$ cat src/rtl/alu_rr_arbiter_pkg.sv
// Shared ALU control-code definitions and the legal-code check used by the
// ALU datapath and by anything else that decodes ALU control codes.
package alu_rr_arbiter_pkg;

    localparam int unsigned ALU_AND = 0;
    localparam int unsigned ALU_OR  = 1;
    localparam int unsigned ALU_ADD = 2;
    localparam int unsigned ALU_SUB = 6;
    localparam int unsigned ALU_SLT = 7;
    localparam int unsigned ALU_NOR = 12;

    // True when the code selects one of the implemented operations.
    function automatic logic ctrl_is_legal(input int unsigned code);
        case (code)
            ALU_AND, ALU_OR, ALU_ADD, ALU_SUB, ALU_SLT, ALU_NOR: return 1'b1;
            default:                                            return 1'b0;
        endcase
    endfunction

endpackage

$ cat src/rtl/alu_rr_arbiter_alu.sv
// Combinational ALU shared by both requesters. Unsupported control codes
// produce a zero result and raise the illegal flag.
module alu_rr_arbiter_alu
    import alu_rr_arbiter_pkg::*;
#(
    parameter int DATA_W = 32,
    parameter int CTRL_W = 4
) (
    input  logic [DATA_W-1:0] src1,
    input  logic [DATA_W-1:0] src2,
    input  logic [CTRL_W-1:0] ctrl,
    output logic [DATA_W-1:0] result,
    output logic              zero,
    output logic              illegal
);

    logic [31:0] code;

    assign code = 32'(ctrl);

    // Operation select; ADD/SUB wrap, SLT is an unsigned compare.
    always_comb begin
        result  = '0;
        illegal = !ctrl_is_legal(code);
        case (code)
            ALU_AND: result = src1 & src2;
            ALU_OR:  result = src1 | src2;
            ALU_ADD: result = src1 + src2;
            ALU_SUB: result = src1 - src2;
            ALU_SLT: result = DATA_W'(src1 < src2);
            ALU_NOR: result = ~(src1 | src2);
            default: result = '0;
        endcase
    end

    assign zero = (result == '0);

endmodule

$ cat src/rtl/alu_rr_arbiter.sv
// Round-robin arbiter sharing one ALU between two valid/ready requesters.
// The granted operation is evaluated combinationally and captured into a
// single-entry response slot tagged with the requester ID.
module alu_rr_arbiter
    import alu_rr_arbiter_pkg::*;
#(
    parameter int DATA_W = 32,
    parameter int CTRL_W = 4
) (
    input  logic              clk_i,
    input  logic              rst_i,
    input  logic              req0_valid_i,
    output logic              req0_ready_o,
    input  logic [DATA_W-1:0] req0_src1_i,
    input  logic [DATA_W-1:0] req0_src2_i,
    input  logic [CTRL_W-1:0] req0_ctrl_i,
    input  logic              req1_valid_i,
    output logic              req1_ready_o,
    input  logic [DATA_W-1:0] req1_src1_i,
    input  logic [DATA_W-1:0] req1_src2_i,
    input  logic [CTRL_W-1:0] req1_ctrl_i,
    output logic              rsp_valid_o,
    input  logic              rsp_ready_i,
    output logic              rsp_id_o,
    output logic [DATA_W-1:0] rsp_result_o,
    output logic              rsp_zero_o,
    output logic              rsp_illegal_o
);

    logic              slot_free;
    logic              grant_valid;
    logic              grant_id;
    logic              transfer;
    logic              last_grant;

    logic [DATA_W-1:0] alu_src1_p0;
    logic [DATA_W-1:0] alu_src2_p0;
    logic [CTRL_W-1:0] alu_ctrl_p0;
    logic [DATA_W-1:0] alu_result_p0;
    logic              alu_zero_p0;
    logic              alu_illegal_p0;

    logic              rsp_valid_p1;
    logic              rsp_id_p1;
    logic [DATA_W-1:0] rsp_result_p1;
    logic              rsp_zero_p1;
    logic              rsp_illegal_p1;

    // The slot can accept a new result if it is empty or being drained now.
    assign slot_free = !rsp_valid_p1 || rsp_ready_i;

    // Round-robin grant: a lone requester wins, a tie goes to the one not
    // served last. No grant at all while the slot is backpressured.
    always_comb begin
        grant_valid = 1'b0;
        grant_id    = 1'b0;
        if (slot_free) begin
            if (req0_valid_i && req1_valid_i) begin
                grant_valid = 1'b1;
                grant_id    = ~last_grant;
            end else if (req0_valid_i) begin
                grant_valid = 1'b1;
                grant_id    = 1'b0;
            end else if (req1_valid_i) begin
                grant_valid = 1'b1;
                grant_id    = 1'b1;
            end
        end
    end

    assign req0_ready_o = grant_valid && !grant_id;
    assign req1_ready_o = grant_valid &&  grant_id;
    assign transfer     = (req0_valid_i && req0_ready_o) ||
                          (req1_valid_i && req1_ready_o);

    // Stage p0: operand mux feeding the shared ALU (requester 0 when idle).
    assign alu_src1_p0 = grant_id ? req1_src1_i : req0_src1_i;
    assign alu_src2_p0 = grant_id ? req1_src2_i : req0_src2_i;
    assign alu_ctrl_p0 = grant_id ? req1_ctrl_i : req0_ctrl_i;

    alu_rr_arbiter_alu #(
        .DATA_W (DATA_W),
        .CTRL_W (CTRL_W)
    ) u_alu (
        .src1    (alu_src1_p0),
        .src2    (alu_src2_p0),
        .ctrl    (alu_ctrl_p0),
        .result  (alu_result_p0),
        .zero    (alu_zero_p0),
        .illegal (alu_illegal_p0)
    );

    // Stage p0 -> p1: capture the ALU output into the response slot on a
    // transfer (overwriting a slot drained in the same cycle), otherwise
    // clear valid on drain and hold everything under backpressure.
    always_ff @(posedge clk_i or negedge rst_i) begin
        if (!rst_i) begin
            rsp_valid_p1   <= 1'b0;
            rsp_id_p1      <= 1'b0;
            rsp_result_p1  <= '0;
            rsp_zero_p1    <= 1'b0;
            rsp_illegal_p1 <= 1'b0;
            last_grant     <= 1'b1;
        end else if (transfer) begin
            rsp_valid_p1   <= 1'b1;
            rsp_id_p1      <= grant_id;
            rsp_result_p1  <= alu_result_p0;
            rsp_zero_p1    <= alu_zero_p0;
            rsp_illegal_p1 <= alu_illegal_p0;
            last_grant     <= grant_id;
        end else if (rsp_ready_i) begin
            rsp_valid_p1   <= 1'b0;
        end
    end

    assign rsp_valid_o   = rsp_valid_p1;
    assign rsp_id_o      = rsp_id_p1;
    assign rsp_result_o  = rsp_result_p1;
    assign rsp_zero_o    = rsp_zero_p1;
    assign rsp_illegal_o = rsp_illegal_p1;

endmodule
$ cat config.mk
export PLATFORM = sky130hd
export DESIGN_NAME = alu_rr_arbiter
export DESIGN_NICKNAME = d
export VERILOG_FILES = /design/src/rtl/alu_rr_arbiter_pkg.sv /design/src/rtl/alu_rr_arbiter_alu.sv /design/src/rtl/alu_rr_arbiter.sv
export SDC_FILE = /design/constraint.sdc
export NUM_CORES = 1
export LEC_CHECK = 0
export CAP_MARGIN = 40
export CORE_AREA = 2 2 119 145
export DETAILED_ROUTE_END_ITERATION = 16
export DIE_AREA = 0 0 121 147
export GPL_ROUTABILITY_DRIVEN = 0
export GPL_TIMING_DRIVEN = 0
export PLACE_DENSITY = 0.79
export SYNTH_ARGS = -nofsm -noshare
export SYNTH_HDL_FRONTEND = slang
export SYNTH_SLANG_ARGS = --single-unit
$ cat constraint.sdc
create_clock -name clk_i -period 4.7 [get_ports clk_i]
set_input_delay 0.47 -clock clk_i [delete_from_list [all_inputs] [get_ports clk_i]]
set_output_delay 0.47 -clock clk_i [all_outputs]
set_load 0.02 [all_outputs]
==> impl_metrics.json <==
{
  "fin_skew_ns": 0.006192,
  "detail-route-antenna-nets": 0,
  "initial_antenna_violation_count": 0,
  "die_w_microns": 121,
  "worst_setup_path_end_kind": "flop",
  "total_power_divided_by_cell_area_nw_per_um2": 253.4,
  "cells_after_synth": 1107,
  "route.detailed.drc": 0,
  "ys.flop_type": "sky130_fd_sc_hd__dfrtp_1",
  "syn2layout_area_growth_pct": 36.54,
  "period_minus_slack_ns": 4.625,
  "hold_viol_final": 0,
  "regToRegStartpoint": "last_grant$_DFFE_PN1P_",
  "cp_data_required_time_ns": 4.91,
  "worst-setup-path-type": "reg2reg",
  "finalWorstSetupSlack_ns": 0.07476,
  "cts_max_path_buffers": 2,
  "floorplan.core_area_sq_um": 16460,
  "sum_of_net_half_perimeters_after_detailed_placement_microns": 23560,
  "clk_pin_slew_worst_paths_ns": 0.06,
  "layout_worst_path_cycle_share": 0.9841,
  "clock-root-buffer": "sky130_fd_sc_hd__clkbuf_16",
  "drt_pass1_iterations": 6,
  "ioPinCount": 179,
  "htreeDepth": 2,
  "avgRoutedWirePerCell_microns": 20.10,
  "register_area_sq_um": 927.1,
  "final_setup_violating_endpoints": 0,
  "worst-slew-pin-transition_ns": 1.161,
  "drive_above_1_share": 0.1303,
  "grt_max_degree": 38,
  "rows": 52,
  "post_synthesis_compound_gate_area_fraction": 0.3164,
  "max_cap_viol_count": 0,
  "syn_area_sq_um": 7739,
  "vias_per_cell": 6.287,
  "slew_headroom": 0.2213,
  "timing.critical_path.fanout_max": 5,
  "fmaxAchievable_mhz": 216.2,
  "worst_setup_start_kind": "flop",
  "dieArea_sq_um": 17790,
  "die_h_microns": 147,
  "clkSinkCount": 37,
  "yosysWarningCount": 0,
  "synth-seq-cells": 37,
  "globalRouteTotalUtil": 0.3299,
  "preCtsSetupSlack_ns": -2.001,
  "design.final.nets": 1548,
  "post_synthesis_share_of_cell_area_spent_on_and_or_nand_and_nor_gates": 0.2483,
  "grt_first_pass_wirelength_microns": 46600,
  "worst-r2r-setup-slack_ns": 0.07,
  "cts_tree": "yes",
  "timing.rr.end": "rsp_zero_o$_DFFE_PN0P_",
  "ir_worst_vdd_mv": 0.1529,
  "report.final.slew_viol_count": 0,
  "hp-class": "in2async",
  "final.fill_count": 1456,
  "dr_total_vias": 9607,
  "post_synth_xor_area_fraction": 0.01245,
  "multi_input_area_sq_um": 6560,
  "post_synth_fa_ha_maj_area_fraction": 0.1572,
  "i_o_buffers": 177,
  "antenna-diode-count": 0,
  "postLayoutCoreUtil": 0.6419,
  "synth.net_count": 1344,
  "arrival_time_of_the_worst_setup_path_ns": 4.84,
  "postSynthAreaPerCell_sq_um": 6.991,
  "run_status": "finished clean",
  "synth-seq-area-share": 0.1198,
  "initial_core_util": 0.4701,
  "grt.overflow.total": 0,
  "combinational_family_with_the_most_area_after_synthesis": "compound AO/OA/AOI/OAI gates",
  "share_of_synthesized_area_spent_on_multiplexers": 0.06645,
  "rr_worst_depth": 19,
  "drt_iter0_drc": 1006,
  "ys_types": 90,
  "cts-buffers-inserted": 5,
  "first_global_vias": 9258,
  "wl_microns": 30710,
  "clock_latency_ns": 0.28,
  "leak_pwr_nw": 4.807,
  "final_total_negative_setup_slack_ns": 0,
  "critical_path.startpoint": "last_grant$_DFFE_PN1P_",
  "worst_setup_path_endpoint": "rsp_zero_o$_DFFE_PN0P_",
  "synth-edff-count": 0,
  "grt_setup_unrepaired": "yes",
  "ys_async_sr_fraction": 1.000
}
[registers in the layout, summed over array words and instances (netlist names)]
signal and cells:
last_grant 1, rsp_illegal_o 1, rsp_result_o 32, rsp_zero_o 1, rsp_valid_o 1, rsp_id_o 1
[timing repair]
| action | in CTS | in global routing |
|---|---|---|
| resized for setup | 71 | 56 |
| cloned | 1 | 1 |
| endpoints found under the setup margin | 28 | 7 |
| pin swaps | 21 | 20 |
| buffers inserted | 16 | 8 |
| hold buffers | 0 | 0 |
[Yosys cell counts (7+ instances only)]
cell | number | area share
sky130_fd_sc_hd__ha_1 | 94 | 0.15
sky130_fd_sc_hd__buf_2 | 17 | 0.011
sky130_fd_sc_hd__o31ai_1 | 14 | 0.014
sky130_fd_sc_hd__mux2i_1 | 41 | 0.053
sky130_fd_sc_hd__nor4_1 | 10 | 0.0081
sky130_fd_sc_hd__nor3_1 | 15 | 0.0097
sky130_fd_sc_hd__a21o_1 | 14 | 0.014
sky130_fd_sc_hd__a221o_1 | 8 | 0.010
sky130_fd_sc_hd__nand2b_1 | 8 | 0.0065
sky130_fd_sc_hd__nand2_1 | 216 | 0.10
sky130_fd_sc_hd__o221a_2 | 8 | 0.012
sky130_fd_sc_hd__inv_1 | 91 | 0.044
sky130_fd_sc_hd__nor2_1 | 96 | 0.047
sky130_fd_sc_hd__o21a_1 | 7 | 0.0068
sky130_fd_sc_hd__o211ai_1 | 14 | 0.014
sky130_fd_sc_hd__dfrtp_1 | 36 | 0.12
sky130_fd_sc_hd__nand3_1 | 20 | 0.013
sky130_fd_sc_hd__nand4_1 | 16 | 0.013
sky130_fd_sc_hd__xnor2_1 | 10 | 0.011
sky130_fd_sc_hd__a31oi_1 | 12 | 0.0097
sky130_fd_sc_hd__a21oi_1 | 78 | 0.050
sky130_fd_sc_hd__a211oi_1 | 9 | 0.0087
sky130_fd_sc_hd__nor2b_1 | 12 | 0.0097
sky130_fd_sc_hd__a221oi_1 | 26 | 0.029
sky130_fd_sc_hd__clkbuf_1 | 35 | 0.017
sky130_fd_sc_hd__o21ai_0 | 52 | 0.034
[per-layer routing]
metal / up-vias / track usage / wire length, microns
li1: 4395 / - / -
met1: 4390 / 0.3729 / 11000
met2: 620 / 0.5559 / 14320
met3: 202 / 0.04542 / 2474
met4: 0 / 0.2517 / 2910
met5: - / 0 / 0
[cell type report]
type | count | share of cell area
flip-flops and latches | 37 | 0.08774
inverters | 92 | 0.03339
multi-input cells | 917 | 0.6208
well taps | 216 | 0.02558
plain buffers | 54 | 0.02996
repair buffers | 204 | 0.1876
clock buffers | 7 | 0.01445
clock inverters | 1 | 0.0004737
[layout by cell type (no fill, tap or decap), types with 7 or more instances in the layout]
cell                              count
sky130_fd_sc_hd__o31ai_1             11
sky130_fd_sc_hd__nor4_1               8
sky130_fd_sc_hd__nor3_1              13
sky130_fd_sc_hd__buf_4               28
sky130_fd_sc_hd__a21oi_2              8
sky130_fd_sc_hd__ha_1                89
sky130_fd_sc_hd__clkbuf_16            7
sky130_fd_sc_hd__o21ai_0             44
sky130_fd_sc_hd__xnor2_1             10
sky130_fd_sc_hd__nor2_1              96
sky130_fd_sc_hd__o221a_2              8
sky130_fd_sc_hd__a221oi_1            24
sky130_fd_sc_hd__mux2i_1             34
sky130_fd_sc_hd__a31oi_1             12
sky130_fd_sc_hd__inv_1               90
sky130_fd_sc_hd__a21oi_1             70
sky130_fd_sc_hd__nand2_1            215
sky130_fd_sc_hd__o211ai_1            14
sky130_fd_sc_hd__nand4_1             16
sky130_fd_sc_hd__clkdlybuf4s50_1    173
sky130_fd_sc_hd__nand3_1             20
sky130_fd_sc_hd__o21a_1               7
sky130_fd_sc_hd__dfrtp_1             36
sky130_fd_sc_hd__nor2b_1             12
sky130_fd_sc_hd__a21o_1              14
sky130_fd_sc_hd__a221o_1              7
sky130_fd_sc_hd__buf_2               16
sky130_fd_sc_hd__clkbuf_1            22
sky130_fd_sc_hd__o21ai_1              8
[worst min path at each step]
| stage | startpoint | to |
|---|---|---|
| 2_1_floorplan | rst_i | rsp_id_o$_DFFE_PN0P_ |
| 3_3_place_gp | rsp_result_o[18]$_DFFE_PN0P_ | rsp_result_o[18]$_DFFE_PN0P_ |
| 3_5_place_dp | rsp_result_o[11]$_DFFE_PN0P_ | rsp_result_o[11]$_DFFE_PN0P_ |
| 4_1_cts | rst_i | rsp_result_o[5]$_DFFE_PN0P_ |
| 5_1_grt | rst_i | rsp_result_o[5]$_DFFE_PN0P_ |
| 6_report | rst_i | rsp_result_o[5]$_DFFE_PN0P_ |
[worst max-delay path: stages, from the launching register on]
cell and delay, ns:
sky130_fd_sc_hd__dfstp_2 0.56, sky130_fd_sc_hd__a21boi_4 0.09, sky130_fd_sc_hd__nand2_8 0.12, sky130_fd_sc_hd__clkbuf_16 0.18
sky130_fd_sc_hd__clkbuf_16 0.16, sky130_fd_sc_hd__mux2i_4 0.27, sky130_fd_sc_hd__ha_4 0.18, sky130_fd_sc_hd__inv_2 0.04
sky130_fd_sc_hd__fa_2 0.36, sky130_fd_sc_hd__nor3b_4 0.17, sky130_fd_sc_hd__o31ai_2 0.28, sky130_fd_sc_hd__o211ai_2 0.25
sky130_fd_sc_hd__a221oi_4 0.42, sky130_fd_sc_hd__o21ai_2 0.12, sky130_fd_sc_hd__xnor2_1 0.17, sky130_fd_sc_hd__o2111ai_2 0.14
sky130_fd_sc_hd__a2111o_1 0.42, sky130_fd_sc_hd__nor4_2 0.31, sky130_fd_sc_hd__nand4_1 0.14, sky130_fd_sc_hd__o21ai_1 0.15
[logic make-up (layout without fill, tap and decap cells)]
family / count (synthesis) / in the layout
muxes: 47 / 47
adders and majority gates: 96 / 96
buffers and inverters: 153 / 358
xor gates and xnor gates: 11 / 11
and+or+nand+nor: 428 / 428
AOI/OAI and AO/OA: 335 / 335
DFF: 37 / 37
[per-stage QoR]
stage | hold WS (ns) | total power, mW | cells | area (sq um)
2_1_floorplan | 0.1744 | 1.504 | 1107 | 7745
4_1_cts | 0.3015 | 2.546 | 1524 | 10350
3_5_place_dp | 0.4713 | 2.097 | 1501 | 9797
5_1_grt | 0.3567 | 2.823 | 1528 | 10570
6_report | 0.2874 | 2.678 | 1528 | 10570
3_3_place_gp | 0.4605 | 2.069 | 1500 | 9787
[where the power goes]
group	internal (mW)	switching [mW]	total, mW
sequential	0.387	0.0405	0.427
clock	0.224	0.127	0.352
combinational	0.790	1.11	1.90
Note: power is estimated with default switching activity, not from simulation.
